[src/rtl/eq_pkg.sv]
// -----------------------------------------------------------------------------
// eq_pkg
// Shared definitions for the nibble-equality BIST stimulus blocks.
//   state_e     : control FSM states of eq_pattern_gen (IDLE, RUN, DONE)
//   LFSR_W      : width of the filler LFSR
//   LFSR_TAPS   : Fibonacci tap mask (taps 8,6,5,4 -> bits 7,5,4,3)
//   is_eq_half  : true when a 4-bit word has its high half equal to its low half
// No ports (package).
// -----------------------------------------------------------------------------
package eq_pkg;

    localparam int LFSR_W = 8;
    localparam logic [LFSR_W-1:0] LFSR_TAPS = 8'hB8;

    typedef enum logic [1:0] {
        IDLE = 2'd0,
        RUN  = 2'd1,
        DONE = 2'd2
    } state_e;

    function automatic logic is_eq_half(input logic [3:0] w);
        return (w[3:2] == w[1:0]);
    endfunction

endpackage

[src/rtl/eq_lfsr8.sv]
// -----------------------------------------------------------------------------
// eq_lfsr8
// 8-bit Fibonacci LFSR used as pseudo-random filler by BIST stimulus blocks.
// Shifts left, XOR of the tapped bits enters at bit 0.
// Parameters:
//   SEED       reset value; an all-zero seed would lock up, so it becomes 8'h01
// Ports:
//   clk_i      input   clock, rising edge
//   rst_ni     input   synchronous active-low reset (reloads SEED)
//   advance_i  input   step the register one position this cycle
//   state_o    output  current 8-bit LFSR state
// -----------------------------------------------------------------------------
module eq_lfsr8
    import eq_pkg::*;
#(
    parameter logic [LFSR_W-1:0] SEED = 8'hA5
) (
    input  logic              clk_i,
    input  logic              rst_ni,
    input  logic              advance_i,
    output logic [LFSR_W-1:0] state_o
);

    localparam logic [LFSR_W-1:0] SEED_EFF = (SEED == '0) ? 8'h01 : SEED;

    logic [LFSR_W-1:0] lfsr_q;
    logic [LFSR_W-1:0] lfsr_d;

    always_comb begin
        lfsr_d = lfsr_q;
        if (advance_i) begin
            lfsr_d = {lfsr_q[LFSR_W-2:0], ^(lfsr_q & LFSR_TAPS)};
        end
    end

    always_ff @(posedge clk_i) begin
        if (!rst_ni) begin
            lfsr_q <= SEED_EFF;
        end else begin
            lfsr_q <= lfsr_d;
        end
    end

    assign state_o = lfsr_q;

endmodule

[src/rtl/eq_pattern_gen.sv]
// -----------------------------------------------------------------------------
// eq_pattern_gen
// Emits a run of total_len_i 4-bit words, one per transfer, of which exactly
// target_i have high half == low half. Filler comes from an internal LFSR that
// persists across runs and is reseeded only by reset.
// Optional feature (macro EQ_PATTERN_GEN_READY_EN): adds ready_i; a word
// transfers only when valid_o && ready_i, otherwise everything holds.
// Parameters:
//   CNT_W        width of target / length / sent counters
//   LFSR_SEED    LFSR reset value (0 is replaced by 8'h01)
// Ports:
//   clk_i        input   clock, rising edge
//   rst_ni       input   synchronous active-low reset
//   start_i      input   request a run (sampled only in IDLE)
//   target_i     input   number of equal-half words to emit
//   total_len_i  input   total words in the run
//   ready_i      input   downstream ready (only with EQ_PATTERN_GEN_READY_EN)
//   word_o       output  emitted word (holds when valid_o is low)
//   valid_o      output  word_o is a stream word this cycle
//   busy_o       output  high in RUN and DONE
//   done_o       output  one-cycle pulse at end of run
//   err_o        output  target_i > total_len_i at start; held until next start
//   eq_sent_o    output  equal-half words emitted this run
// -----------------------------------------------------------------------------
module eq_pattern_gen
    import eq_pkg::*;
#(
    parameter int                CNT_W     = 8,
    parameter logic [LFSR_W-1:0] LFSR_SEED = 8'hA5
) (
    input  logic             clk_i,
    input  logic             rst_ni,
    input  logic             start_i,
    input  logic [CNT_W-1:0] target_i,
    input  logic [CNT_W-1:0] total_len_i,
`ifdef EQ_PATTERN_GEN_READY_EN
    input  logic             ready_i,
`endif
    output logic [3:0]       word_o,
    output logic             valid_o,
    output logic             busy_o,
    output logic             done_o,
    output logic             err_o,
    output logic [CNT_W-1:0] eq_sent_o
);

    localparam logic [CNT_W-1:0] CNT_ONE = CNT_W'(1);

    state_e            state_q, state_d;
    logic [CNT_W-1:0]  rem_words_q, rem_words_d;
    logic [CNT_W-1:0]  rem_eq_q, rem_eq_d;
    logic [CNT_W-1:0]  eq_sent_q, eq_sent_d;
    logic              err_q, err_d;
    logic [3:0]        word_q, word_d;

    logic [LFSR_W-1:0] lfsr_state;
    logic              lfsr_adv;
    logic [3:0]        raw;
    logic [3:0]        word_run;
    logic              xfer;
    logic              unused_lfsr_hi;

    eq_lfsr8 #(
        .SEED(LFSR_SEED)
    ) u_lfsr (
        .clk_i    (clk_i),
        .rst_ni   (rst_ni),
        .advance_i(lfsr_adv),
        .state_o  (lfsr_state)
    );

    assign raw            = lfsr_state[3:0];
    assign unused_lfsr_hi = ^lfsr_state[LFSR_W-1:4];

`ifdef EQ_PATTERN_GEN_READY_EN
    assign xfer = (state_q == RUN) && ready_i;
`else
    assign xfer = (state_q == RUN);
`endif

    // Shape the raw nibble: once the remaining equal quota fills every remaining
    // slot it must be equal; once the quota is exhausted a chance-equal nibble
    // is broken by flipping the low bit of its high half.
    always_comb begin
        word_run = raw;
        if (rem_eq_q == rem_words_q) begin
            word_run = {raw[1:0], raw[1:0]};
        end else if ((rem_eq_q == '0) && is_eq_half(raw)) begin
            word_run = {raw[1:0] ^ 2'b01, raw[1:0]};
        end
    end

    always_comb begin
        state_d     = state_q;
        rem_words_d = rem_words_q;
        rem_eq_d    = rem_eq_q;
        eq_sent_d   = eq_sent_q;
        err_d       = err_q;
        word_d      = word_q;
        lfsr_adv    = 1'b0;

        case (state_q)
            IDLE: begin
                if (start_i) begin
                    rem_words_d = total_len_i;
                    rem_eq_d    = target_i;
                    eq_sent_d   = '0;
                    err_d       = 1'b0;
                    if (target_i > total_len_i) begin
                        err_d   = 1'b1;
                        state_d = DONE;
                    end else if (total_len_i == '0) begin
                        state_d = DONE;
                    end else begin
                        state_d = RUN;
                    end
                end
            end
            RUN: begin
                if (xfer) begin
                    lfsr_adv    = 1'b1;
                    word_d      = word_run;
                    rem_words_d = rem_words_q - CNT_ONE;
                    if (is_eq_half(word_run)) begin
                        rem_eq_d  = rem_eq_q - CNT_ONE;
                        eq_sent_d = eq_sent_q + CNT_ONE;
                    end
                    if (rem_words_q == CNT_ONE) begin
                        state_d = DONE;
                    end
                end
            end
            DONE: begin
                state_d = IDLE;
            end
            default: begin
                state_d = IDLE;
            end
        endcase
    end

    always_ff @(posedge clk_i) begin
        if (!rst_ni) begin
            state_q     <= IDLE;
            rem_words_q <= '0;
            rem_eq_q    <= '0;
            eq_sent_q   <= '0;
            err_q       <= 1'b0;
            word_q      <= '0;
        end else begin
            state_q     <= state_d;
            rem_words_q <= rem_words_d;
            rem_eq_q    <= rem_eq_d;
            eq_sent_q   <= eq_sent_d;
            err_q       <= err_d;
            word_q      <= word_d;
        end
    end

    // In RUN the live word is shown; word_q keeps the last transferred word
    // so word_o holds once valid_o drops.
    assign valid_o   = (state_q == RUN);
    assign word_o    = valid_o ? word_run : word_q;
    assign busy_o    = (state_q != IDLE);
    assign done_o    = (state_q == DONE);
    assign err_o     = err_q;
    assign eq_sent_o = eq_sent_q;

endmodule

[config.mk]
export PLATFORM = sky130hd
export DESIGN_NAME = eq_pattern_gen
export DESIGN_NICKNAME = d
export VERILOG_FILES = /design/src/rtl/eq_pkg.sv /design/src/rtl/eq_lfsr8.sv /design/src/rtl/eq_pattern_gen.sv
export SDC_FILE = /design/constraint.sdc
export NUM_CORES = 1
export LEC_CHECK = 0
export BUFFER_PORTS_ARGS = -buffer_cell sky130_fd_sc_hd__buf_2
export CORE_AREA = 2 2 75 77
export CTS_CLUSTER_DIAMETER = 120
export DETAILED_ROUTE_END_ITERATION = 6
export DIE_AREA = 0 0 77 79
export HOLD_SLACK_MARGIN = 0.1
export PLACE_DENSITY = 0.76
export SKIP_CTS_REPAIR_TIMING = 1
export SYNTH_ARGS = -nofsm -noshare
export SYNTH_HDL_FRONTEND = slang
export SYNTH_HIERARCHICAL = 1
export SYNTH_SLANG_ARGS = --single-unit
[constraint.sdc]
create_clock -name clk_i -period 2.4 [get_ports clk_i]
set_input_delay 0.48 -clock clk_i [delete_from_list [all_inputs] [get_ports clk_i]]
set_output_delay 0.48 -clock clk_i [all_outputs]
set_load 0.02 [all_outputs]
==> results of run 1 <==
[through the flow]
step	std cells	setup slack [ps]	power, W	setup TNS (ps)	instance area [um2]
final	406	-385	0.00206	-385	2770
after global routing	406	-465	0.00219	-465	2770
after CTS	406	-442	0.00205	-442	2760
after detailed placement	398	-104	0.00158	-104	2670
after global placement	398	-51.2	0.00155	-51.2	2670
after floorplan	286	52.5	0.00133	0	2330
[placed cells by master (no fill, tap or decap), drive strengths merged, types with 2 or more instances in the layout]
| cell type | synthesis | final |
|---|---|---|
| nand2 | 43 | 43 |
| buf | 4 | 51 |
| mux2i | 8 | 8 |
| o21ai | 8 | 8 |
| a41oi | 2 | 2 |
| o21a | 2 | 2 |
| and2 | 3 | 3 |
| mux2 | 4 | 4 |
| o32ai | 2 | 2 |
| ha | 13 | 13 |
| nor2b | 7 | 7 |
| a31oi | 2 | 2 |
| a311oi | 3 | 3 |
| nor3 | 7 | 7 |
| inv | 17 | 18 |
| and3 | 3 | 3 |
| a211oi | 5 | 5 |
| or3 | 4 | 4 |
| clkinvlp | 0 | 2 |
| xnor2 | 11 | 11 |
| a221oi | 2 | 2 |
| nor3b | 5 | 5 |
| o211ai | 4 | 4 |
| or2 | 2 | 2 |
| nand4 | 4 | 4 |
| nand2b | 4 | 4 |
| or4 | 4 | 4 |
| xor2 | 2 | 2 |
| clkbuf | 7 | 5 |
| nor2 | 15 | 15 |
| nand3 | 6 | 6 |
| a21oi | 22 | 22 |
| dfxtp | 39 | 39 |
| o22ai | 8 | 8 |
[final timing paths]
path / end / cells after the start / slack, ps
max: word_o[2] / 8 / -390
min: rem_words_q[4] / 3 / 430
max reg2reg: rem_eq_q[7] / 8 / 270
min reg2reg: word_q[0] / 2 / 470
[final cells by class]
type | count | area [um2] | share of cell area [%]
clock buffers | 5 | 68.8 | 2.48
clock inverters | 3 | 23.8 | 0.857
inverters | 17 | 63.8 | 2.30
multi-input cells | 219 | 1440 | 52.0
flip-flops and latches | 39 | 781 | 28.1
well taps | 72 | 90.1 | 3.25
repair buffers | 51 | 304 | 11.0
[cell families (layout without fill, tap and decap cells)]
kind of cell | count (synthesis) | in the layout | synth area share (%)
and+or+nand+nor | 111 | 111 | 24.0
AOI/OAI and AO/OA | 70 | 70 | 20.2
DFF | 39 | 39 | 33.5
buffers and inverters | 28 | 76 | 5.10
adders and majority gates | 13 | 13 | 6.97
xor gates and xnor gates | 13 | 13 | 4.88
muxes | 12 | 12 | 5.36
[sequential cells by signal, indices dropped and copies added (netlist names)]
register and cells:
word_q 4, eq_sent_o 8, u_lfsr/state_o 8, rem_words_q 8
rem_eq_q 8, state_q 2, err_o 1
[power groups by stage]
stage / Sequential [W] / Combinational (W) / Clock [W]
5_1_grt: 0.000805 / 0.000875 / 0.000509
6_report: 0.000794 / 0.000802 / 0.000468
2_1_floorplan: 0.000802 / 0.000532 / 0
4_1_cts: 0.000793 / 0.000774 / 0.000479
3_3_place_gp: 0.000802 / 0.000753 / 0
3_5_place_dp: 0.000808 / 0.000769 / 0
[cell usage after synthesis (2+ instances only)]
library cell | instances | share of area, %
sky130_fd_sc_hd__nor2_1 | 15 | 2.4
sky130_fd_sc_hd__ha_1 | 13 | 7.0
sky130_fd_sc_hd__o21a_1 | 2 | 0.64
sky130_fd_sc_hd__dfxtp_1 | 39 | 33
sky130_fd_sc_hd__and2_1 | 3 | 0.80
sky130_fd_sc_hd__mux2_1 | 2 | 0.97
sky130_fd_sc_hd__nand3_1 | 6 | 1.3
sky130_fd_sc_hd__a31oi_1 | 2 | 0.54
sky130_fd_sc_hd__inv_2 | 2 | 0.32
sky130_fd_sc_hd__o211ai_1 | 4 | 1.3
sky130_fd_sc_hd__or3_1 | 4 | 1.1
sky130_fd_sc_hd__o32ai_1 | 2 | 0.75
sky130_fd_sc_hd__o21ai_0 | 5 | 1.1
sky130_fd_sc_hd__and3_1 | 3 | 0.80
sky130_fd_sc_hd__nor3_1 | 7 | 1.5
sky130_fd_sc_hd__buf_2 | 2 | 0.43
sky130_fd_sc_hd__a41oi_1 | 2 | 0.75
sky130_fd_sc_hd__xnor2_1 | 11 | 4.1
sky130_fd_sc_hd__a221oi_1 | 2 | 0.75
sky130_fd_sc_hd__nor3b_1 | 4 | 1.3
sky130_fd_sc_hd__nand2_1 | 43 | 6.9
sky130_fd_sc_hd__inv_1 | 15 | 2.4
sky130_fd_sc_hd__a311oi_1 | 3 | 1.1
sky130_fd_sc_hd__nand4_1 | 4 | 1.1
sky130_fd_sc_hd__a21oi_1 | 21 | 4.5
sky130_fd_sc_hd__or2_1 | 2 | 0.54
sky130_fd_sc_hd__o22ai_1 | 8 | 2.1
sky130_fd_sc_hd__xor2_1 | 2 | 0.75
sky130_fd_sc_hd__a211oi_1 | 5 | 1.6
sky130_fd_sc_hd__mux2_2 | 2 | 0.97
sky130_fd_sc_hd__nor2b_1 | 7 | 1.9
sky130_fd_sc_hd__o21ai_1 | 2 | 0.43
sky130_fd_sc_hd__clkbuf_1 | 7 | 1.1
sky130_fd_sc_hd__mux2i_1 | 8 | 3.4
sky130_fd_sc_hd__nand2b_1 | 4 | 1.1
sky130_fd_sc_hd__or4_1 | 4 | 1.3
[metal layers]
layer | part of all wire [%] | vias up | track usage [%]
met1 | 46 | 1020 | 26.3
met3 | 5.4 | 14 | 3.64
met5 | 0 | - | 0
met4 | 2.9 | 0 | 8.93
met2 | 46 | 68 | 32.5
li1 | - | 1127 | -
[worst min-delay path: stages]
cell and delay (ps):
sky130_fd_sc_hd__buf_2 110, sky130_fd_sc_hd__nand2_1 50, sky130_fd_sc_hd__a21oi_1 50
==> metrics list, run 1 <==
- For the worst-skew pair, the clock arrives at the later sink with an insertion delay of 300 ps.
- Internal cell power: 0.00128 W
- Global routing finished with a remaining overflow of 0.
- The checks that failed: negative setup slack.
- Measured on the finished design, the core utilization comes to 52.0%.
* Number of register bits inferred by synthesis: 39
- In this run the deepest clock path goes through 2 buffers.
- By startpoint and endpoint, the worst setup path is classified as reg2out.
- The signal on the critical path passes through inv_1, ha_1, or4b_4, or3_4, nor2b_1, o41a_1, o21ai_2, buf_6.
- The number of global-route vias before repair is 2105.
* Data required time of the critical path: 1920 ps
* Core Box Area: 5340 um2
* Combinational power share: 38.9%
- Switching power of the nets: 0.000782 W
* Headroom to the max-slew limit: 76.7%
- Endpoint arrival time on the critical path: 2310 ps
- From synthesis to final layout, the design area changed by 18.9%.
* Reported leakage power: 1.14 nW
* HP Start: total_len_i[4]
- The H-tree was split into 2 levels.
- Setup repair after global routing could not meet its margin everywhere.
* Max Clock Freq: 359 MHz
- Count of endpoints failing hold in the final timing report: 0
- Global-route wire length before repair: 9.87 mm
* Top-level port count: 35
- Post-synthesis area per instance: 8.15 um2
- Number of flops mapped to enable cells by yosys: 0
- Detailed placement HPWL: 4.41 mm
- The clock arrives with 6.26 ps of skew.
- For this run, the number of Yosys warnings is 6.
- The cell sitting at the root of the clock tree is a sky130_fd_sc_hd__clkbuf_8.
- The floorplan has 27 rows.
- Of the total power, registers draw 38.5%.
- Fraction of power spent switching nets: 37.9%
- Clock Pin Slew Worst Setup and Hold Paths: 90 ps
- # DRC: 0
- The pre-antenna-repair detailed-routing pass consisted of 6 iterations.
* DRC violation total after the first TritonRoute iteration: 142
- Number of antenna repair diodes: 0
- Smallest hold slack: 431 ps
- For this run, the leading register cell type out of synthesis is sky130_fd_sc_hd__dfxtp_1.
- Cell area power density: 744 nW/um2
- The post-route netlist has 21.3% of its cells at a drive strength greater than 1.
- Mapped Nets: 318
- Routability Congestion: 0.855
- Clock tree synthesis inserted a total of 5 buffers.
- CTS saw 39 sinks.
* Routed Wire Length: 5.93 mm
- In this design, the largest share of critical-path delay is due to simple AND/OR/NAND/NOR gates.
- Among all stages on the critical path, the largest delay is contributed by sky130_fd_sc_hd__or4b_4.
- Number of vias per cell after detailed routing: 5.49
* Die area: 6080 um2
* Sequential area share after synthesis: 33.5%
- Area of the mapped netlist: 2330 um2
- For this run, asynchronously set or reset flops after synthesis account for 0%.
- From bottom edge to top edge, the die measures 79 um.
* Status: complete, but fails checks
* Initial standard-cell utilization of the core: 43.7%
- Post-detailed-route count of antenna-violating nets: 0
- For this run, the slowest stage of the critical path takes 460 ps.
- Setup violations remaining at the end of the flow were counted as 1.
- The die is 77 um wide.
- Crit path capture type: primary output
* Initial antenna violation count: 0
- At the pin with the least slew margin, the transition time is 349 ps.
* Via count: 2229
- # fillers: 534
- The worst register-to-register path begins at rem_eq_q[0].
- Per report_power, the clock group accounts for 22.7% of the total.
* Maximum vdd drop: 0.443 mV
* Path type of the worst min-delay path: in2reg
- Final number of max-transition violations: 0
- Synth unique cells: 55
* Largest fanout on the critical path: 2
- The net count of the finished layout is 365.
* Port bufs: 34
- STA classifies the critical path startpoint as a register.
- The number of buffers and inverters on the critical path is 2.
- Setup slack on the critical path of the routed design comes to -385 ps.
- Fin crit period: 2790 ps
* Max Cap Viol: 0
- Dividing the detail-routed wire length by the instance count gives 14.6 um.
* Largest net degree at the start of global routing: 25
* Post-Synthesis Cells: 286
- In the global route stage, overall resource usage came out at 20.1%.
- TritonCTS built the clock tree.
- Post-route clock period utilization: 116%
- Critical path launch point: rem_eq_q[0]
(Power assumes the default switching activity.)
==> run 2: changes to the inputs <==
Settings changed: PLACE_DENSITY 0.76 to 0.74.
==> run 2 against run 1 <==
The flow still finishes with violations (negative setup slack). Critical endpoint unchanged. Clock-buffer cell count increased by 1. Clock power increased by 40%. Die area unchanged. Sequential share of layout area decreased by 0.52 points. Flip-flop and latch count unchanged. Maximum frequency increased by 1.7%. Setup slack improved by 46 ps. Non-clock buffer count decreased by 1. Critical path depth unchanged. Worst hold slack improved by 23 ps.
==> metrics list, run 2 (synthesized netlist as in run 1, its figures left out) <==
- Critical path, cell by cell: inv_2, ha_1, or4b_4, or3_4, nor2b_4, o41a_1, o21ai_2, buf_6 (was inv_1, ha_1, or4b_4, or3_4, nor2b_1, o41a_1, o21ai_2, buf_6)
- Number of antenna repair diodes: 0 (unchanged)
- Area grow syn2layout: 21.4% (was 18.9%)
- The final worst-path cycle share was 114% (was 116%).
- Die span in x: 77 um (unchanged)
* Setup repair after global routing missed its margin: true (unchanged)
* Total number of placement rows: 27 (unchanged)
- Type of origin of the critical path: register (unchanged)
* Worst R2R Path Depth: 8 (unchanged)
- The data required time of the worst path was 1920 ps (about the same).
* Ratio of cells with drive above 1 in the final layout: 22.2% (was 21.3%)
- Total CTS buffers: 5 (unchanged)
- Crit path capture type: primary output (unchanged)
- All-Layer GR Usage: 20.8% (was 20.1%)
* Post-layout net count: 364 (was 365)
* Clock insertion delay at the later pin of the skew report: 290 ps (was 300 ps)
- The beginning of the worst hold path is total_len_i[4] (unchanged).
- The time the final worst path needs with I/O delays and setup was 2740 ps (was 2790 ps).
* Reported leakage power: 1.17 nW (was 1.14 nW)
* Pin slew with the least headroom to its limit: 340 ps (was 349 ps)
* Internal cell power: 0.00150 W (was 0.00128 W)
- The cell type of the slowest stage on the worst timing path is sky130_fd_sc_hd__or4b_4 (unchanged).
- Sum of overflow across all layers after global routing: 0 (unchanged)
* Setup Crit Path Kind: reg2out (unchanged)
* Port bufs: 34 (unchanged)
- The sum of internal, switching and leakage power was 0.00227 W (was 0.00206 W).
- Sequential power share: 35.3% (was 38.5%)
- The worst reg2reg path startpoint is rem_eq_q[0] (unchanged).
- The number of slew-limit violations in the final report is 0 (unchanged).
- Die area: 6080 um2 (unchanged)
- Failing checks: negative setup slack (unchanged)
- The worst voltage drop across the vdd grid came to 0.508 mV (was 0.443 mV).
- The detailed-route via count was 2228 (was 2229).
* Endpoint arrival time on the critical path: 2260 ps (was 2310 ps)
* Initial standard-cell utilization of the core: 43.7% (unchanged)
* Worst Clk Skew: 3.38 ps (was 6.26 ps)
* TritonCTS clock tree: built (unchanged)
- Sinks on the clock net: 39 (unchanged)
* Switching power of the nets: 0.000771 W (was 0.000782 W)
- The total count of hold-check failures in the final report came to 0 (unchanged).
- Clk pwr share: 28.8% (was 22.7%)
* Hold path depth: 3 (unchanged)
- H-tree depth: 2 (unchanged)
- The path type of the worst min-delay path is in2reg (unchanged).
- The total of endpoints with negative setup slack in the final report is 1 (unchanged).
- Max Clock Freq: 365 MHz (was 359 MHz)
- Post-detailed-route count of antenna-violating nets: 0 (unchanged)
- Gate family responsible for the most delay along the worst path: simple AND/OR/NAND/NOR gates (unchanged)
- Max Cap Viol: 0 (unchanged)
* Detailed placement HPWL: 4.33 mm (was 4.41 mm)
- Top library cells by usage in the layout, fill and taps aside: sky130_fd_sc_hd__nand2_1 (43), sky130_fd_sc_hd__dfxtp_1 (38), sky130_fd_sc_hd__buf_2 (33) (was sky130_fd_sc_hd__nand2_1 (43), sky130_fd_sc_hd__dfxtp_1 (39), sky130_fd_sc_hd__buf_2 (33)).
- The highest net fanout along the worst path was 2 (unchanged).
- The DRC violations left came to 0 (unchanged).
- Die height: 79 um (unchanged)
- Routability Congestion: 0.867 (was 0.855)
- The initial antenna violation count is 0 (unchanged).
- Deepest clock path buffer count: 2 (unchanged)
* Cell area power density: 802 nW/um2 (was 744 nW/um2)
- Mean routed wirelength per cell: 14.8 um (was 14.6 um)
- The setup slack of the worst register-to-register path was 310 ps (was 270 ps).
- The number of global-route vias before repair was 2152 (was 2105).
- Clock Pin Slew Worst Setup and Hold Paths: 70 ps (was 90 ps)
- Fraction of power spent switching nets: 34.0% (was 37.9%)
- Number of detailed-routing iterations run before antenna repair: 4 (was 6)
- The part of the power in combinational logic is 35.9% (was 38.9%).
* Headroom to the max-slew limit: 77.3% (was 76.7%)
- The smallest setup slack after layout came to -339 ps (was -385 ps).
- Root buffer cell: sky130_fd_sc_hd__clkbuf_8 (unchanged)
- Sum of negative setup slack: -339 ps (was -385 ps)
- The commonest non-fill, non-tap cell in the layout is sky130_fd_sc_hd__nand2_1 (unchanged).
* Capture point of the worst reg-to-reg path: rem_eq_q[3] (was rem_eq_q[7])
- The number of buffers and inverters on the critical path was 2 (unchanged).
- Status: complete, but fails checks (unchanged)
* DRC violation total after the first TritonRoute iteration: 160 (was 142)
- The end point of the most critical hold path is rem_words_q[4] (unchanged).
* Core Box Area: 5340 um2 (unchanged)
- The maximum number of pins on one net before global-route repair was 25 (unchanged).
- The first-pass GRT wire length is 10.2 mm (was 9.87 mm).
* Top-level port count: 35 (unchanged)
- The aggregate routed wire length came to 6.00 mm (was 5.93 mm).
- Max incr delay on CP: 450 ps (was 460 ps)
- The number of vias per cell after detailed routing came to 5.50 (was 5.49).
run 2: final cells by class:
class / count / area [um2]
inverter: 17 / 63.8
timing repair buffer: 50 / 297
tap: 72 / 90.1
multi-input combinational: 219 / 1470
clock inverter: 2 / 60.1
sequential: 39 / 782
clock buffer: 6 / 72.6
fill: 538 / 2510
run 2: worst register-to-register path, cell delays in order, from the launching register on:
cell and delay, ps:
sky130_fd_sc_hd__dfxtp_2 330, sky130_fd_sc_hd__inv_2 50, sky130_fd_sc_hd__ha_1 120, sky130_fd_sc_hd__or4b_4 450
sky130_fd_sc_hd__nor2_1 100, sky130_fd_sc_hd__o32ai_1 90, sky130_fd_sc_hd__buf_4 190, sky130_fd_sc_hd__nand2b_1 270
sky130_fd_sc_hd__a311oi_1 380
run 2: worst max-delay path by stage:
stage	startpoint	to	slack [ps]	depth (start not counted)
floorplan	rem_eq_q[0]	word_o[2]	50	7
global placement	rem_eq_q[0]	word_o[2]	-50	8
detailed placement	rem_eq_q[0]	word_o[2]	-100	8
CTS	rem_eq_q[0]	word_o[2]	-430	8
global route	rem_eq_q[0]	word_o[2]	-400	8
finish	rem_eq_q[0]	word_o[2]	-340	8
run 2: metrics by stage:
step / worst slack [ps] / utilization [%] / instances / instance area (um2) / hold slack, ps
floorplan: 52.5 / - / 286 / 2330 / 443
global placement: -51.4 / 49.8 / 397 / 2660 / 447
detailed placement: -101 / 49.8 / 397 / 2660 / 447
CTS: -428 / 52.3 / 405 / 2790 / 451
global route: -404 / 53.0 / 405 / 2830 / 462
finish: -339 / 53.0 / 405 / 2830 / 454
run 2: power by group through the flow:
stage | clock, W | combinational, W | sequential, W
after global routing | 0.000693 | 0.000894 | 0.000814
after global placement | 0 | 0.000748 | 0.000806
after detailed placement | 0 | 0.000762 | 0.000812
after CTS | 0.000666 | 0.000770 | 0.000797
final | 0.000653 | 0.000815 | 0.000802
after floorplan | 0 | 0.000532 | 0.000802
run 2: metal layers:
| metal | vias up | part of all wire (%) | GRT usage, % |
|---|---|---|---|
| met2 | 46 | 49 | 36.1 |
| met3 | 8 | 4.0 | 3.64 |
| li1 | 1131 | - | - |
| met4 | 0 | 1.3 | 7.50 |
| met5 | - | 0 | 0 |
| met1 | 1043 | 46 | 25.9 |
